`src/rtl/ysyx_23060208_ifetch_master_pkg.sv`:
```
`default_nettype none
// ============================================================================
// Module      : ysyx_23060208_ifetch_master_pkg
// Description : Shared types and constants for the IFU fetch master.
// Revision    : 1.0 - initial release
// ============================================================================
package ysyx_23060208_ifetch_master_pkg;

    typedef enum logic [1:0] {
        S_IDLE = 2'd0,
        S_AR   = 2'd1,
        S_R    = 2'd2,
        S_HOLD = 2'd3
    } ifm_state_e;

    localparam logic [1:0]  RESP_OKAY        = 2'b00;
    localparam logic [31:0] DEFAULT_RESET_PC = 32'h8000_0000;

endpackage : ysyx_23060208_ifetch_master_pkg
`default_nettype wire

```
`src/rtl/ysyx_23060208_ifetch_master.sv`:
```
`default_nettype none
// ============================================================================
// Module      : ysyx_23060208_ifetch_master
// Description : Single-outstanding instruction fetch initiator with a
//               one-entry instruction buffer and wrong-path discard.
// Revision    : 1.0 - initial release
// ============================================================================
module ysyx_23060208_ifetch_master
    import ysyx_23060208_ifetch_master_pkg::*;
#(
    parameter int                    DATA_WIDTH = 32,
    parameter logic [DATA_WIDTH-1:0] RESET_PC   = DATA_WIDTH'(DEFAULT_RESET_PC)
) (
    input  logic                  clk,
    input  logic                  rst,

    output logic [DATA_WIDTH-1:0] ifm_araddr,
    output logic                  ifm_arvalid,
    input  logic                  ifm_arready,
    input  logic [1:0]            ifm_rresp,
    input  logic                  ifm_rvalid,
    input  logic [DATA_WIDTH-1:0] ifm_rdata,
    output logic                  ifm_rready,

    input  logic                  redirect_valid,
    input  logic [DATA_WIDTH-1:0] redirect_pc,

    output logic                  ifu_to_idu_valid,
    output logic [DATA_WIDTH-1:0] ifu_to_idu_inst,
    output logic [DATA_WIDTH-1:0] ifu_to_idu_pc,
    output logic                  ifu_to_idu_err,
    input  logic                  idu_allowin
);

    ifm_state_e            state_q,   state_d;
    logic [DATA_WIDTH-1:0] pc_q,      pc_d;
    logic [DATA_WIDTH-1:0] inst_q,    inst_d;
    logic                  err_q,     err_d;
    logic                  discard_q, discard_d;
    logic [DATA_WIDTH-1:0] pend_pc_q, pend_pc_d;

    logic w_ar_hs;
    logic w_r_hs;

    assign ifm_arvalid      = (state_q == S_AR);
    assign ifm_rready       = (state_q == S_R);
    assign ifm_araddr       = pc_q;
    assign ifu_to_idu_valid = (state_q == S_HOLD) & ~redirect_valid;
    assign ifu_to_idu_pc    = pc_q;
    assign ifu_to_idu_inst  = inst_q;
    assign ifu_to_idu_err   = err_q;

    assign w_ar_hs = ifm_arvalid & ifm_arready;
    assign w_r_hs  = ifm_rvalid & ifm_rready;

    always_ff @(posedge clk) begin
        if (rst) begin
            state_q   <= S_IDLE;
            pc_q      <= RESET_PC;
            inst_q    <= '0;
            err_q     <= 1'b0;
            discard_q <= 1'b0;
            pend_pc_q <= '0;
        end else begin
            state_q   <= state_d;
            pc_q      <= pc_d;
            inst_q    <= inst_d;
            err_q     <= err_d;
            discard_q <= discard_d;
            pend_pc_q <= pend_pc_d;
        end
    end

    always_comb begin
        state_d   = state_q;
        pc_d      = pc_q;
        inst_d    = inst_q;
        err_d     = err_q;
        discard_d = discard_q;
        pend_pc_d = pend_pc_q;

        unique case (state_q)
            S_IDLE: begin
                state_d = S_AR;
                if (redirect_valid) begin
                    pc_d = redirect_pc;
                end
            end

            // The address must not move while arvalid is up, so a redirect
            // here only records its target and marks the fetch wrong-path.
            S_AR: begin
                if (redirect_valid) begin
                    discard_d = 1'b1;
                    pend_pc_d = redirect_pc;
                end
                if (w_ar_hs) begin
                    state_d = S_R;
                end
            end

            S_R: begin
                if (w_r_hs) begin
                    if (discard_q || redirect_valid) begin
                        pc_d      = redirect_valid ? redirect_pc : pend_pc_q;
                        discard_d = 1'b0;
                        state_d   = S_AR;
                    end else begin
                        inst_d  = ifm_rdata;
                        err_d   = (ifm_rresp != RESP_OKAY);
                        state_d = S_HOLD;
                    end
                end else if (redirect_valid) begin
                    discard_d = 1'b1;
                    pend_pc_d = redirect_pc;
                end
            end

            S_HOLD: begin
                if (redirect_valid) begin
                    pc_d    = redirect_pc;
                    state_d = S_AR;
                end else if (idu_allowin) begin
                    pc_d    = pc_q + DATA_WIDTH'(4);
                    state_d = S_AR;
                end
            end

            default: begin
                state_d = S_IDLE;
            end
        endcase
    end

endmodule : ysyx_23060208_ifetch_master
`default_nettype wire

```
`config.mk`:
```
export PLATFORM = sky130hd
export DESIGN_NAME = ysyx_23060208_ifetch_master
export DESIGN_NICKNAME = d
export VERILOG_FILES = /design/src/rtl/ysyx_23060208_ifetch_master_pkg.sv /design/src/rtl/ysyx_23060208_ifetch_master.sv
export SDC_FILE = /design/constraint.sdc
export NUM_CORES = 1
export LEC_CHECK = 0
export ABC_AREA = 1
export ABC_CLOCK_PERIOD_IN_PS = 1700
export BUFFER_PORTS_ARGS = -buffer_cell sky130_fd_sc_hd__buf_4
export CAP_MARGIN = 5
export CORE_ASPECT_RATIO = 0.8
export CORE_MARGIN = 2
export CORE_UTILIZATION = 35
export DETAILED_ROUTE_END_ITERATION = 12
export PLACE_DENSITY = 0.61
export SYNTH_ARGS = -nofsm -noshare
export SYNTH_HDL_FRONTEND = slang
export SYNTH_SLANG_ARGS = --single-unit
```
`constraint.sdc`:
```
create_clock -name clk -period 1.7 [get_ports clk]
set_input_delay 0.085 -clock clk [delete_from_list [all_inputs] [get_ports clk]]
set_output_delay 0.085 -clock clk [all_outputs]
set_load 0.01 [all_outputs]
```
# == Word level (Yosys, flattened, before mapping) ==
# Cells that the tools add are included.
# classes
n_addsub,1
eq_ne,10
mux,19
bitwise_logic,5
n_reduce_logical,10
# op_table
op,count
32-bit two-way mux,7
32-bit case mux with 3 select lines,1
32-bit case mux with 2 select lines,1
"32-bit by 3-bit adder with 32-bit output, second input constant",1
2-bit two-way mux,5
2-bit case mux with 4 select lines,1
"2-bit by 1-bit != test with 1-bit output, second input constant",3
3-bit AND reduction,2
5-bit AND reduction,1
"2-bit equality test, second input constant",2
"2-bit != test, second input constant",2
2-bit AND reduction,2
2-bit nonzero test,2
1-bit bitwise AND,3
1-bit two-way mux,3
"3-bit by 2-bit != test with 1-bit output, second input constant",1
"3-bit != test, second input constant",1
3-bit nonzero test,1
"2-bit by 1-bit equality test with 1-bit output, second input constant",1
2-bit logical NOT,1
1-bit NOT,2
1-bit case mux with 2 select lines,1
1-bit logical OR,1
# word_totals
reg_bits,100
inputBits,72
output_inout_bits,100
wordCells,51

# == Logic depth before layout (Yosys ltp) ==
# Gate-level depths: netlist of the first run.
# logic_depth
ltp_word,4
mapped_depth,14
mapped_depth_nobuf,13

# == Worst setup path before layout of the first run ==
# No wires, ideal clock.
# synth_timing
path_kind,reg-to-reg
start,reg state_q[0]
end,reg pc_q[1] (netlist: ifm_araddr[1])
setup_time_ps,74
t_arrival_ps,1667
required_ps,1626
setup_slack_ps,-41
stages_incl_launch_ff,12
path_buffers,2
synth_period_minus_slack_ps,1741
cell_sequence,dfxtp_1 -> inv_1 -> ha_1 -> buf_2 -> a21oi_1 -> nand3_2 -> inv_2 -> buf_6 -> nand2_1 -> inv_2 -> o21ai_1 -> a31oi_1
# synth_between
elab_chain_cells,4
word_cells_on_any_way,11
classes_between,eq/ne: 6; mux: 1; bitwise: 1; reduce/logical: 3
# synth_rtl
item,line_no,source
start: declaration,ysyx_23060208_ifetch_master.sv:35,"ifm_state_e state_q, state_d;"
start signal: assignment,ysyx_23060208_ifetch_master.sv:65,state_q <= state_d;
2-bit equality test (*),ysyx_23060208_ifetch_master.sv:46,assign ifm_rready = (state_q == S_R);
net ifm_rready,ysyx_23060208_ifetch_master.sv:23,"output logic ifm_rready,"
1-bit bitwise AND,ysyx_23060208_ifetch_master.sv:54,assign w_r_hs = ifm_rvalid & ifm_rready;
2-bit by 1-bit != test with 1-bit output (no line),n/a,
5-bit AND reduction (no line),n/a,
end signal: assignment,ysyx_23060208_ifetch_master.sv:66,pc_q <= pc_d;
end: declaration,ysyx_23060208_ifetch_master.sv:36,"logic [DATA_WIDTH-1:0] pc_q, pc_d;"
# The timed path passes the listed nets; every way through them passes the cells marked *.
# A chain may end at the register's enable or synchronous reset.

# == Worst setup path in the final report of the first run ==
# layout_timing
start,reg state_q[0]
end,reg pend_pc_q[2]
# layout_between
elab_chain_cells,4
word_cells_on_any_way,7
classes_between,eq/ne: 3; mux: 1; bitwise: 1; reduce/logical: 2
# layout_rtl
item,line_no,source
2-bit equality test,"ysyx_23060208_ifetch_master.sv:46, ysyx_23060208_ifetch_master.sv:82",
1-bit bitwise AND,ysyx_23060208_ifetch_master.sv:54,
2-bit != test (no line),n/a,
2-bit AND reduction (no line),n/a,
end signal: assignment,ysyx_23060208_ifetch_master.sv:70,pend_pc_q <= pend_pc_d;
end: declaration,ysyx_23060208_ifetch_master.sv:40,"logic [DATA_WIDTH-1:0] pend_pc_q, pend_pc_d;"
# Several ways; a longest one is shown, not always the timed one.

==> flow_summary.toml, run 1 <==
[synth]
synth_top_area_share_pct = 36.55
synth_top_cell_by_area = "dfxtp_1"
synth-seq-cells = 100
ys.flop_type = "dfxtp_1"
syn_nets = 895
synthArstFlopShare_pct = 0
synth_area_um2 = 5477
synth-seq-area-share_pct = 36.55
synth_cells = 817
yosysWarningCount = 0
synth-edff-count = 0
syn_avg_cell_area_um2 = 6.703
synth_area_leaders = "dfxtp_1 (37%), o21ai_0 (11%), nor2_1 (8.7%)"
ys_types = 38

[cells_and_area]
final_common_cell = "buf_4"
final_nets = 1114
n_antenna_cell = 0
area_growth_pct = 50.49
seq_area_um2 = 2016
final_util_pct = 54.35
multiInputGateArea_um2 = 2975
finish.instance_area_um2 = 8242
fillers = 1439
final_layout_size_suffix_gt1_share_pct = 32.18
final_cell_mix = "buf_4 (240), nor2_1 (119), o21ai_0 (114)"

[cts]
htree_levels = 3
cts_root_buf = "clkbuf_16"
cts_tree = "built"
clockBufferDepth = 2
clkSinkCount = 100
clk_pin_slew_ps = 70
cts_buffers = 9
clock_latency_ps = 350

[placed_design]
portBuffers = 171
dp_slack_ps = -39.35
dp_hpwl_um = 12780
gp_congestion = 0.8844
place_area_um2 = 7239

[critical_path]
startpoint_type = "flip-flop"
reg2reg_depth = 10
cp-startpoint = "state_q[0]"
required_ps = 1940
critPathKind = "flip-flop to flip-flop"
endpoint_kind = "flip-flop"
reg2reg_from = "state_q[0]"
worst-path-max-fanout = 8
cp.arrival_ps = 1900

[global_route]
first_global_vias = 5476
antenna_found_initial = 0
grt_pass1_wl_um = 28480
grt.overflow.total = 0
grt_usage_pct = 21.62
grt_max_degree = 63

[route]
firstDrtPassIters = 5
finalWirelength_um = 18130
final_antenna_net_count = 0
vias = 6060
vias_per_cell = 4.844
drt_iter0_drc = 597
post-route-drc-count = 0
routedWlPerCell_um = 14.49

[status]
status = "complete, no violations"

[timing]
hold_viol = 0
timing.final.crit_share_pct = 97.79
finalCriticalPeriod_ps = 1662
clock.fmax_ghz = 0.6015
rsz0062_at_grt = "true"
maxSlewViolCount = 0
setup_viol = 0
slew_headroom_pct = 77.92
clock-skew-final_ps = 7.859
fin_ws_ps = 37.54
setup_tns_ps = 0
worst_pin_slew_ps = 331.1

[floorplan]
die_x_um = 143.9
num_rows = 40
pin_count = 172
dieArea_um2 = 16670
dieHeight_um = 115.9
core_area_um2 = 15160
initial_core_util_pct = 36.11

[pwr]
powerDensity_nw_per_um2 = 1367
leakagePower_nw = 3.760
ir_drop_mv = 0.6552

[job]
cap_violations = 0

[hold_path]
hp-class = "primary input to flip-flop"
hp-start = "redirect_pc[1]"
min_path_cells = 3
kinds of logic after synthesis:
kind of cell / synth area share, %
flops: 36.55
fa+ha+maj: 1.371
xor+xnor: 0.9597
compound gates: 24.10
simple gates: 24.06
buf+inv: 12.95
synth_stat cells (2+ instances only):
master,n
clkbuf_2,3
nand3_1,27
buf_6,3
nand2_2,2
o21ai_1,15
a21boi_0,4
dfxtp_1,100
a31oi_1,13
nor3_1,20
inv_1,58
xnor2_1,3
buf_4,33
clkbuf_1,26
nor2_1,127
a21oi_1,86
nand4_1,7
o21bai_1,5
buf_2,12
a311oi_1,2
buf_1,2
xor2_1,3
o21ai_0,116
nand2_1,112
nor2_2,5
nand3_2,4
ha_1,6
a211oi_1,6
inv_2,7
repair_timing:
| item | CTS | global route |
|---|---|---|
| hold buffers | 34 | 0 |
| pin swaps | 0 | 8 |
| resized for setup | 9 | 57 |
| setup endpoints to repair | 18 | 84 |
| endpoints found under the hold margin | 37 | 0 |
| buffers inserted | 1 | 4 |
| cloned | 0 | 2 |
metal layers:
metal	global-route usage (%)	up-vias	wire length (um)
met1	31.06	2702	8748
met2	32.67	190	7930
met5	0	-	0
met4	7.255	0	424
li1	-	3137	-
met3	3.967	31	1030
stage by stage:
| stage | hold slack, ps | power [mW] | std cells |
|---|---|---|---|
| finish | 39.71 | 11.27 | 1251 |
| global route | 48.96 | 12.02 | 1251 |
| CTS | 30.68 | 10.88 | 1245 |
| detailed placement | 313.4 | 8.377 | 1194 |
| global placement | 308.2 | 8.349 | 1194 |
| floorplan | 154.1 | 6.223 | 817 |
final timing paths:
kind             endpoint  slack [ps]
min reg2reg  pend_pc_q[1]         460
max          pend_pc_q[2]          40
max reg2reg  pend_pc_q[2]          40
min          pend_pc_q[1]          40
flip-flops by register name, indices dropped and copies added, names as in the netlist:
signal and flops:
discard_q 1, ifm_araddr 32, ifu_to_idu_err 1, ifu_to_idu_inst 32, pend_pc_q 32, state_q 2
final cells by class:
type                    instances  share of cell area [%]
repair buffers                287                   29.00
well taps                     210                   3.188
clock buffers                  10                   2.778
flip-flops and latches        100                   24.46
clock inverters                 6                   1.351
inverters                      66                   3.127
multi-input cells             572                   36.10
power by group:
group	total [mW]	internal, mW	switching [mW]
clock network	2.38	1.44	0.933
registers	3.39	3.00	0.387
logic	5.50	2.60	2.90
critical path, stage by stage (launching register included):
cell,delay [ps]
dfxtp_2,330
buf_4,130
ha_2,190
buf_4,140
inv_2,70
o21ai_4,60
buf_4,150
buf_4,140
clkbuf_16,150
o21ai_0,140
nor2_1,50
No activity file was read; power rests on OpenSTA's default activity.
==> inputs of run 2 (changes only) <==
- ABC_CLOCK_PERIOD_IN_PS: 1700 -> 1600
- PLACE_DENSITY: 0.61 -> unset
- SETUP_SLACK_MARGIN: unset -> 0.15
- clock period: 1.7 -> 1.6 ns (I/O delays scaled with it)
==> run 2 against run 1 <==
Net effect: non-clock buffer count increased by 21; highest routed layer unchanged; sequential share of layout area is 1.2 points lower; via count up 4.4%; critical endpoint is now pend_pc_q[6]; first-iteration DRC count is 7.0% lower; critical path type unchanged.
==> flow_summary.toml, run 2 (synthesis results as in run 1) <==
[timing]
clock.fmax_ghz = 0.6367
rsz0062_at_grt = "true"
maxSlewViolCount = 0
worst_pin_slew_ps = 429.4
clock-skew-final_ps = 11.67
setup_tns_ps = 0
slew_headroom_pct = 71.07
timing.final.crit_share_pct = 98.16
setup_viol = 0
hold_viol = 0
finalCriticalPeriod_ps = 1571

[cts]
clock_latency_ps = 350
clockBufferDepth = 2
cts_buffers = 9
cts_root_buf = "clkbuf_16"
cts_tree = "built"
clkSinkCount = 100
htree_levels = 3
clk_pin_slew_ps = 80

[route]
firstDrtPassIters = 5
finalWirelength_um = 19510
drt_iter0_drc = 555
final_antenna_net_count = 0
vias_per_cell = 4.974
vias = 6327
routedWlPerCell_um = 15.34
post-route-drc-count = 0

[cells_and_area]
final_common_cell = "buf_4"
final_layout_size_suffix_gt1_share_pct = 38.23
final_nets = 1135
n_antenna_cell = 0
final_cell_mix = "buf_4 (248), nor2_1 (106), nand2_1 (103)"
area_growth_pct = 59.86

[critical_path]
endpoint_kind = "flip-flop"
cp-endpoint = "pend_pc_q[6]"
r2r_slack_ps = 30
cp-startpoint = "state_q[0]"
r2r-end = "pend_pc_q[6]"
cp.arrival_ps = 1800
startpoint_type = "flip-flop"
reg2reg_from = "state_q[0]"
required_ps = 1830
critPathKind = "flip-flop to flip-flop"
reg2reg_depth = 8
worst-path-max-fanout = 14

[pwr]
power.total_mw = 12.61
clockPowerShare_pct = 17.6
powerDensity_nw_per_um2 = 1440
switching_share_pct = 39.77
power_frac_seq_pct = 29.2
leakagePower_nw = 3.969
ir_drop_mv = 0.6912
power.switching_mw = 5.014
p_int_mw = 7.595
comb_power_share_pct = 53.1

[floorplan]
core_area_um2 = 15160
initial_core_util_pct = 36.11
dieArea_um2 = 16670
pin_count = 172
dieHeight_um = 115.9
die_x_um = 143.9
num_rows = 40

[global_route]
grt_usage_pct = 22.35
first_global_vias = 5663
grt_max_degree = 62
grt_pass1_wl_um = 29530
grt.overflow.total = 0
antenna_found_initial = 0

[status]
status = "complete, no violations"

[job]
cap_violations = 0

[hold_path]
min_path_cells = 3
hp-class = "primary input to flip-flop"

[placed_design]
gp_congestion = 0.8369
dp_hpwl_um = 12830
portBuffers = 171
==> run 2: area by class of cell <==
class / instances / area (um^2)
Clock inverter: 7 / 76.32
Fill cell: 1409 / 6410
Timing Repair Buffer: 308 / 2693
Sequential cell: 100 / 2037
Multi-Input combinational cell: 572 / 3181
Inverter: 66 / 280.3
Clock buffer: 9 / 225.2
Tap cell: 210 / 262.8
==> run 2: per-layer routing <==
metal	global-route usage [%]	up-vias	part of all wire (%)
met2	34.76	205	45
met5	0	-	0
met4	5.033	0	1.6
met1	32.63	2914	47
li1	-	3180	-
met3	3.554	28	5.9
==> run 2: how the worst min path moves through the flow <==
stage | startpoint | to | slack, ps
4_1_cts | redirect_pc[0] | pend_pc_q[0] | 20
6_report | redirect_pc[1] | pend_pc_q[1] | 20
2_1_floorplan | rst | ifu_to_idu_err | 150
3_5_place_dp | ifm_rdata[4] | ifu_to_idu_inst[4] | 310
5_1_grt | redirect_pc[0] | pend_pc_q[0] | 20
3_3_place_gp | ifm_rvalid | discard_q | 300
==> run 2: per-stage QoR <==
stage / area [um^2] / std cells / util, % / hold WS [ps] / setup WS, ps
after global routing: 8755 / 1272 / 57.73 / 20.89 / -46.34
after detailed placement: 7356 / 1194 / 48.51 / 306.3 / -26.01
after global placement: 7356 / 1194 / 48.51 / 298.4 / 6.912
after CTS: 8386 / 1258 / 55.30 / 21.65 / 38.65
final: 8755 / 1272 / 57.73 / 22.63 / 29.50
after floorplan: 5642 / 817 / - / 149.1 / 86.08
==> run 2: timing repair <==
action                                 in CTS  in global routing
gates cloned                                3                  5
buffers inserted                           11                  9
pin swaps                                  12                  6
gates resized for setup                    74                 63
endpoints found under the hold margin      37                  0
setup endpoints to repair                  93                101
hold buffers                               34                  0
==> run 2: power by group through the flow <==
stage / clock, mW / sequential (mW) / combinational, mW
after CTS: 2.27 / 3.64 / 6.20
final: 2.22 / 3.69 / 6.70
after detailed placement: 0 / 3.65 / 5.45
after global routing: 2.36 / 3.76 / 7.22
after global placement: 0 / 3.65 / 5.41
after floorplan: 0 / 3.98 / 2.88
==> run 2: worst max-delay path, cell delays in order (launching register included) <==
cell,delay (ps)
dfxtp_4,380
inv_4,50
ha_4,200
buf_4,150
o21ai_4,150
buf_12,180
buf_12,120
buf_16,130
a31oi_1,80
==> inputs of run 3 (changes only) <==
--- a/config.mk
+++ b/config.mk
@@ -10,5 +10,4 @@
 export BUFFER_PORTS_ARGS = -buffer_cell sky130_fd_sc_hd__buf_4
 export CAP_MARGIN = 5
-export CORE_ASPECT_RATIO = 0.8
 export CORE_MARGIN = 2
 export CORE_UTILIZATION = 35
==> constraint.sdc (replaced) <==
create_clock -name clk -period 1.6 [get_ports clk]
set_input_delay 0.16 -clock clk [delete_from_list [all_inputs] [get_ports clk]]
set_output_delay 0.16 -clock clk [all_outputs]
set_load 0.01 [all_outputs]
==> run 3 against run 2 <==
Net effect: first-iteration DRC count decreased by 33%; clock power decreased by 3%; routed wire length increased by 0.69%; sequential power increased by 3%.
==> flow_summary.toml, run 3 (synthesis results as in run 1) <==
[status]
status = "complete, no violations"

[route]
vias = 6369
final_antenna_net_count = 0
routedWlPerCell_um = 15.55
finalWirelength_um = 19640
firstDrtPassIters = 5
vias_per_cell = 5.043
drt_iter0_drc = 373
post-route-drc-count = 0

[floorplan]
initial_core_util_pct = 35.89
dieHeight_um = 129.1
pin_count = 172
die_x_um = 129.1
dieArea_um2 = 16660
num_rows = 45
core_area_um2 = 15260

[cts]
cts_root_buf = "clkbuf_16"
htree_levels = 3
clkSinkCount = 100
clock_latency_ps = 350
cts_buffers = 9
clockBufferDepth = 2
clk_pin_slew_ps = 80
cts_tree = "built"

[timing]
finalCriticalPeriod_ps = 1591
whs_ps = 10.70
timing.final.crit_share_pct = 99.45
setup_viol = 0
setup_tns_ps = 0
slew_headroom_pct = 62.63
maxSlewViolCount = 0
hold_viol = 0
worst_pin_slew_ps = 560.6
clock-skew-final_ps = 7.205
clock.fmax_ghz = 0.6285
rsz0062_at_grt = "true"

[hold_path]
hp-class = "primary input to flip-flop"
hold_path_end = "discard_q"
hp-start = "ifm_rvalid"
min_path_cells = 2

[pwr]
ir_drop_mv = 0.6133
leakagePower_nw = 3.940
powerDensity_nw_per_um2 = 1452

[critical_path]
reg2reg_depth = 7
r2r-end = "ifm_araddr[15]"
cp.arrival_ps = 1830
startpoint_type = "flip-flop"
endpoint_kind = "flip-flop"
worst-path-max-fanout = 14
critPathKind = "flip-flop to flip-flop"
r2r_slack_ps = 9
reg2reg_from = "state_q[0]"
required_ps = 1840

[global_route]
grt_pass1_wl_um = 29350
grt_max_degree = 52
grt.overflow.total = 0
first_global_vias = 5805
antenna_found_initial = 0
grt_usage_pct = 22.03

[placed_design]
gp_congestion = 0.8952
portBuffers = 171
dp_hpwl_um = 12790

[cells_and_area]
final_nets = 1125
final_common_cell = "buf_4"
area_growth_pct = 66.03
final_cell_mix = "buf_4 (252), nand2_1 (96), nor2_1 (81), dfxtp_1 (81), inv_1 (52)"
n_antenna_cell = 0
final_util_pct = 59.59
final_layout_size_suffix_gt1_share_pct = 49.71

[job]
cap_violations = 0
## run 3: cell count changes in the layout (fill, tap and decap cells not counted), sizes merged
cell / before / now
dlygate4sd3: 34 / 0
clkbuf: 13 / 16
clkinvlp: 0 / 2
clkinv: 4 / 5
inv: 69 / 66
buf: 270 / 291
## run 3: routing by layer
layer / vias up / routed length, um / global-route usage (%)
met2: 202 / 9352 / 37.10
met3: 24 / 1329 / 4.789
li1: 3165 / - / -
met1: 2978 / 8623 / 28.86
met5: - / 0 / 0
met4: 0 / 337 / 5.499
## run 3: metrics by stage
step | setup slack [ps] | area (um^2) | power (mW) | cells
finish | 8.832 | 9092 | 13.20 | 1263
global placement | -191.1 | 7435 | 9.047 | 1207
CTS | 13.12 | 8283 | 12.02 | 1249
floorplan | 86.08 | 5642 | 6.864 | 817
global route | -69.35 | 9092 | 13.94 | 1263
detailed placement | -168.8 | 7435 | 9.080 | 1207
## run 3: power by group
| part | internal [mW] | leakage [nW] | switching (mW) |
|---|---|---|---|
| Combinational | 3.58 | 2.97 | 3.66 |
| Clock | 1.08 | 0.143 | 1.08 |
| Sequential | 3.24 | 0.830 | 0.557 |
## run 3: worst max-delay path, cell delays in order, from the launching register on
cell	delay [ps]
dfxtp_4	370
buf_4	140
ha_4	170
a21oi_4	150
nand3_4	150
buf_12	190
nor3_2	200
a21oi_1	100
## run 3: worst max path at each step
| stage | startpoint | endpoint | slack (ps) |
|---|---|---|---|
| floorplan | state_q[0] | ifm_araddr[1] | 90 |
| global placement | state_q[0] | ifm_araddr[18] | -190 |
| detailed placement | state_q[0] | ifm_araddr[18] | -170 |
| CTS | state_q[0] | ifu_to_idu_valid | 10 |
| global route | ifm_araddr[19] | ifm_araddr[26] | -70 |
| finish | state_q[0] | ifm_araddr[15] | 9 |
## run 3: layout make-up
cell class / instances / area (um^2)
clock inverters: 7 / 57.56
well taps: 211 / 264.0
flip-flops and latches: 100 / 2048
multi-input cells: 572 / 3563
repair buffers: 298 / 2649
fillers: 1420 / 6166
inverters: 66 / 285.3
clock buffers: 9 / 225.2
## run 3: what timing repair did
item / in CTS / in global routing
hold buffers: 0 / 0
pin swaps: 38 / 51
hold endpoints to repair: 0 / 0
gates resized for setup: 119 / 195
buffers inserted: 19 / 5
endpoints found under the setup margin: 97 / 101
cloned: 7 / 9
